## config.mk

```make
export PLATFORM = sky130hd
export DESIGN_NAME = e203_subsys_clint_icb_arbt
export DESIGN_NICKNAME = d
export VERILOG_FILES = /design/src/rtl/e203_subsys_clint_icb_arbt.sv
export SDC_FILE = /design/constraint.sdc
export NUM_CORES = 1
export LEC_CHECK = 0
export CORE_AREA = 2 2 123 125
export CTS_CLUSTER_SIZE = 16
export DETAILED_ROUTE_END_ITERATION = 10
export DIE_AREA = 0 0 125 127
export GPL_ROUTABILITY_DRIVEN = 0
export PLACE_DENSITY = 0.54
export SLEW_MARGIN = 20
export SYNTH_ARGS = -nofsm -noshare
export SYNTH_HDL_FRONTEND = slang
export SYNTH_SLANG_ARGS = --single-unit
```

## constraint.sdc

```tcl
create_clock -name clk -period 1.67 [get_ports clk]
set_input_delay 0.334 -clock clk [delete_from_list [all_inputs] [get_ports clk]]
set_output_delay 0.334 -clock clk [all_outputs]
set_load 0.01 [all_outputs]
```

## src/rtl/e203_subsys_clint_icb_arbt.sv

```systemverilog
// Two-master ICB arbiter in front of the CLINT slave port. An ID FIFO records
// which master issued each accepted command so responses route back in order.
module e203_subsys_clint_icb_arbt #(
   parameter int AW      = 32,
   parameter int DW      = 32,
   parameter int ARBT_RR = 1,
   parameter int OUTS_DP = 2
) (
   input  logic            clk,
   input  logic            rst_n,
   input  logic            m0_icb_cmd_valid,
   output logic            m0_icb_cmd_ready,
   input  logic [AW-1:0]   m0_icb_cmd_addr,
   input  logic            m0_icb_cmd_read,
   input  logic [DW-1:0]   m0_icb_cmd_wdata,
   input  logic [DW/8-1:0] m0_icb_cmd_wmask,
   output logic            m0_icb_rsp_valid,
   input  logic            m0_icb_rsp_ready,
   output logic            m0_icb_rsp_err,
   output logic [DW-1:0]   m0_icb_rsp_rdata,
   input  logic            m1_icb_cmd_valid,
   output logic            m1_icb_cmd_ready,
   input  logic [AW-1:0]   m1_icb_cmd_addr,
   input  logic            m1_icb_cmd_read,
   input  logic [DW-1:0]   m1_icb_cmd_wdata,
   input  logic [DW/8-1:0] m1_icb_cmd_wmask,
   output logic            m1_icb_rsp_valid,
   input  logic            m1_icb_rsp_ready,
   output logic            m1_icb_rsp_err,
   output logic [DW-1:0]   m1_icb_rsp_rdata,
   output logic            s_icb_cmd_valid,
   input  logic            s_icb_cmd_ready,
   output logic [AW-1:0]   s_icb_cmd_addr,
   output logic            s_icb_cmd_read,
   output logic [DW-1:0]   s_icb_cmd_wdata,
   output logic [DW/8-1:0] s_icb_cmd_wmask,
   input  logic            s_icb_rsp_valid,
   output logic            s_icb_rsp_ready,
   input  logic            s_icb_rsp_err,
   input  logic [DW-1:0]   s_icb_rsp_rdata,
   output logic            outs_busy
);
   localparam int PW = (OUTS_DP > 1) ? $clog2(OUTS_DP) : 1;
   localparam int CW = $clog2(OUTS_DP + 1);

   logic [OUTS_DP-1:0] r_fifo;
   logic [PW-1:0]      r_wptr, r_rptr;
   logic [CW-1:0]      r_cnt;
   logic               r_rr;
   logic               r_busy;

   logic          w_full, w_empty, w_any, w_cmd_en, w_gnt, w_head;
   logic          w_push, w_pop;
   logic [CW-1:0] w_cnt_nxt;

   assign w_full  = (r_cnt == CW'(OUTS_DP));
   assign w_empty = (r_cnt == '0);
   assign w_any   = m0_icb_cmd_valid | m1_icb_cmd_valid;
   // rst_n gating keeps cmd_ready low for the whole reset window
   assign w_cmd_en = rst_n & ~w_full & w_any;
   assign w_gnt   = ((ARBT_RR != 0) && m0_icb_cmd_valid && m1_icb_cmd_valid) ? r_rr
                                                                             : ~m0_icb_cmd_valid;
   assign w_head  = r_fifo[r_rptr];

   assign s_icb_cmd_valid  = w_cmd_en;
   assign s_icb_cmd_addr   = w_gnt ? m1_icb_cmd_addr  : m0_icb_cmd_addr;
   assign s_icb_cmd_read   = w_gnt ? m1_icb_cmd_read  : m0_icb_cmd_read;
   assign s_icb_cmd_wdata  = w_gnt ? m1_icb_cmd_wdata : m0_icb_cmd_wdata;
   assign s_icb_cmd_wmask  = w_gnt ? m1_icb_cmd_wmask : m0_icb_cmd_wmask;
   assign m0_icb_cmd_ready = w_cmd_en & ~w_gnt & s_icb_cmd_ready;
   assign m1_icb_cmd_ready = w_cmd_en &  w_gnt & s_icb_cmd_ready;

   assign m0_icb_rsp_valid = ~w_empty & ~w_head & s_icb_rsp_valid;
   assign m1_icb_rsp_valid = ~w_empty &  w_head & s_icb_rsp_valid;
   assign m0_icb_rsp_err   = s_icb_rsp_err;
   assign m1_icb_rsp_err   = s_icb_rsp_err;
   assign m0_icb_rsp_rdata = s_icb_rsp_rdata;
   assign m1_icb_rsp_rdata = s_icb_rsp_rdata;
   assign s_icb_rsp_ready  = ~w_empty & (w_head ? m1_icb_rsp_ready : m0_icb_rsp_ready);

   assign w_push = s_icb_cmd_valid & s_icb_cmd_ready;
   assign w_pop  = s_icb_rsp_valid & s_icb_rsp_ready;

   always_comb begin
      w_cnt_nxt = r_cnt;
      case ({w_push, w_pop})
         2'b10:   w_cnt_nxt = r_cnt + CW'(1);
         2'b01:   w_cnt_nxt = r_cnt - CW'(1);
         default: w_cnt_nxt = r_cnt;
      endcase
   end

   assign outs_busy = r_busy;

   always_ff @(posedge clk or negedge rst_n) begin
      if (!rst_n) begin
         r_fifo <= '0;
         r_wptr <= '0;
         r_rptr <= '0;
         r_cnt  <= '0;
         r_rr   <= 1'b0;
         r_busy <= 1'b0;
      end else begin
         if (w_push) begin
            r_fifo[r_wptr] <= w_gnt;
            r_wptr <= (r_wptr == PW'(OUTS_DP - 1)) ? '0 : r_wptr + PW'(1);
            if (ARBT_RR != 0) r_rr <= ~w_gnt;
         end
         if (w_pop)
            r_rptr <= (r_rptr == PW'(OUTS_DP - 1)) ? '0 : r_rptr + PW'(1);
         r_cnt  <= w_cnt_nxt;
         r_busy <= (w_cnt_nxt != '0);
      end
   end
endmodule
```

==> flow_metrics.tcl <==
set metrics [dict create \
    mappedNetlistNets 365 \
    start_util_pct 12.5 \
    period_needed_ns 2.14 \
    drive_gt1_share_pct 55.2 \
    tritoncts "yes" \
    detail-route-antenna-nets 0 \
    dpl.hpwl_um 7470 \
    hold_violations 0 \
    p_sw_uw 1290 \
    post-route-drc-count 0 \
    grt_pass1_wl_um 15800 \
    synth.area.mux_share_pct 45.4 \
    num_io_pins 321 \
    report.final.slew_viol_count 0 \
    h-tree-depth 1 \
    p_int_uw 2780 \
    rows 44 \
    status "complete, but fails checks" \
    multi_input_area_um2 1340 \
    clk_pin_slew_ns 0.04 \
    ir_drop_uv 630 \
    root_buffer "clkbuf_16" \
    antenna_found_initial 0 \
    area_growth_pct 173 \
    wl_um 10900 \
    worstPathRequired_ns 1.34 \
    critPathKind "flip-flop to primary output" \
    grt_max_degree 9 \
    setup_viol 75 \
    syn_area_per_cell_um2 9.75 \
    relSlewSlack_pct 74.4 \
    core_area_um2 14400 \
    holdWs_ns 0.219 \
    yosysWarnings 0 \
    rsz0062_at_grt "true" \
    cts_buffers 3 \
    track_usage_pct 12.9 \
    vias 2161 \
    netlist_area_um2 1800 \
    die_y_um 127 \
    fmax_mhz 468 \
    p_leak_uw 0.00221 \
    avgRoutedWirePerCell_um 18.9 \
    synth_edf_count 0 \
    cts_num_sinks 8 \
    critPathMaxFanout 6 \
    p_sw_share_pct 31.8 \
    synth_simple_gate_area_share_pct 4.58 \
    violations "setup timing" \
    worstPathArrival_ns 1.80 \
    overflow 0 \
    viasPerCell 3.75 \
    synth_fa_ha_area_share_pct 0.693 \
    worstHoldPathType "input port to asynchronous set/reset pin" \
    cp-end-kind "primary output" \
    portBuffers 221 \
    drv_cap 0 \
    layout_setup_ws_ns -0.469 \
    ys_ff_latch 8 \
    seqCellArea_um2 200 \
    grt_pass1_vias 2414 \
    synthFlopType "dfrtp_1" \
    fillers 1404 \
    async_reset_ff_share_pct 100 \
    comb_power_share_pct 80.4 \
    setup_tns_ns -25.73 \
    drt_iter0_markers 50 \
    synth_top_family_by_area "multiplexers" \
    dr.pass1.iters 4 \
    power_density_nw_per_um2 828 \
    nets 575 \
    synth_cell_types 23 \
    clkPwrFrac_pct 9.9 \
    n_antenna_cell 0 \
    seqPwrFrac_pct 9.7 \
    finalCritPeriodShare_pct 128 \
    start_kind "flip-flop" \
    synth-xor-area-share_pct 1.94 \
    skew_ns 0.000333 \
    die-area_um2 15900 \
    clock_latency_ns 0.23 \
    worst-r2r-cell-count 7 \
    synth-seq-area-share_pct 11.1 \
    die_w_um 125 \
    synth_compound_area_share_pct 3.81 \
    clock_path_buffers 2 \
    syn_inst 185 \
    worst_slew_pin_slew_ns 0.382 \
]
## logic make-up (layout without fill, tap and decap cells)
| kind of cell | count (synthesis) | in the layout |
|---|---|---|
| AO/OA/AOI/OAI | 10 | 10 |
| flip-flops | 8 | 8 |
| multiplexers | 73 | 73 |
| buffers and inverters | 75 | 283 |
| AND/OR/NAND/NOR | 14 | 14 |
| XOR/XNOR | 4 | 4 |
| adder cells (fa/ha/maj) | 1 | 1 |
## layout make-up
class / instances / area share [%]
clock buffer: 3 / 1.53
multi-input combinational: 102 / 27.3
tap: 184 / 4.68
sequential: 8 / 4.07
timing repair buffer: 280 / 62.5
## per-stage QoR
step | cell area [um2] | total power [uW] | utilization [%] | cells | setup slack [ns]
2_1_floorplan | 1810 | 1500 | - | 185 | -0.0436
3_3_place_gp | 3800 | 2480 | 26.3 | 530 | -0.905
3_5_place_dp | 3800 | 2510 | 26.3 | 530 | -0.917
4_1_cts | 4930 | 4050 | 34.2 | 577 | -0.541
5_1_grt | 4920 | 4280 | 34.1 | 577 | -0.515
6_report | 4920 | 4070 | 34.1 | 577 | -0.469
## critical path, cell delays in order (launching register included)
cell	delay, ns
dfrtp_1	0.41
a21boi_4	0.16
buf_12	0.13
buf_12	0.11
buf_4	0.12
buf_16	0.11
buf_4	0.11
mux2_4	0.30
buf_6	0.12
## worst paths after layout
path	start	end	slack (ns)
max in group asynchronous	rst_n	r_fifo[1]$_DFFE_PN0P_	1.32
max reg2reg	r_rptr$_DFFE_PN0P_	outs_busy$_DFF_PN0_	-0.13
min	rst_n	r_wptr$_DFFE_PN0P_	0.22
max	r_rr$_DFFE_PN0P_	s_icb_cmd_wdata[26]	-0.47
min in group clk	r_wptr$_DFFE_PN0P_	r_wptr$_DFFE_PN0P_	0.50
min reg2reg	r_wptr$_DFFE_PN0P_	r_wptr$_DFFE_PN0P_	0.50
## cells in the mapped netlist (all sizes together), types with 2 or more instances
library cell,number,area (um2)
mux2i,3,30.0
xnor2,3,26.3
nor2b,2,12.5
o21ai,2,10.0
nor2,4,15.0
o211ai,2,15.0
and2,2,12.5
buf,75,587
dfrtp,8,200
a31oi,4,25.0
mux2,70,788
## flip-flops by register name, indices dropped and copies added, names as in the netlist
register / count
outs_busy: 1
r_cnt: 2
r_fifo: 2
r_rptr: 1
r_rr: 1
r_wptr: 1
## cells in the final DEF, fill, tap and decap left out, types with 2 or more instances in the layout
cell             Yosys  routed
clkdlybuf4s50_1      0     143
dfrtp_1              8       8
a31oi_1              4       4
buf_12               0      12
dlygate4sd2_1        0       2
xnor2_1              3       3
mux2i_4              0       2
o211ai_1             2       2
buf_4               67      22
nor2_1               4       2
buf_6                7      90
buf_2                1       3
mux2_4               0      69
clkbuf_16            0       3
buf_16               0       6
## power by group through the flow
| stage | Clock (uW) | Sequential (uW) | Combinational (uW) |
|---|---|---|---|
| final | 404 | 396 | 3270 |
| after global placement | 0 | 380 | 2100 |
| after CTS | 413 | 397 | 3240 |
| after detailed placement | 0 | 384 | 2120 |
| after global routing | 419 | 406 | 3450 |
| after floorplan | 0 | 367 | 1130 |
## metal layers
metal / vias to the layer above / routed length (um) / GRT usage, %
li1: 997 / - / -
met2: 158 / 5470 / 23.5
met5: - / 0 / 0
met1: 996 / 4190 / 14.9
met3: 10 / 1160 / 4.56
met4: 0 / 85 / 1.50
## timing repair
action | CTS | global route
hold buffers | 0 | 0
setup endpoints to repair | 78 | 77
pin swaps | 4 | 2
resized for setup | 474 | 23
gates cloned | 9 | 0
setup buffers | 35 | 6
(Power assumes the default switching activity.)
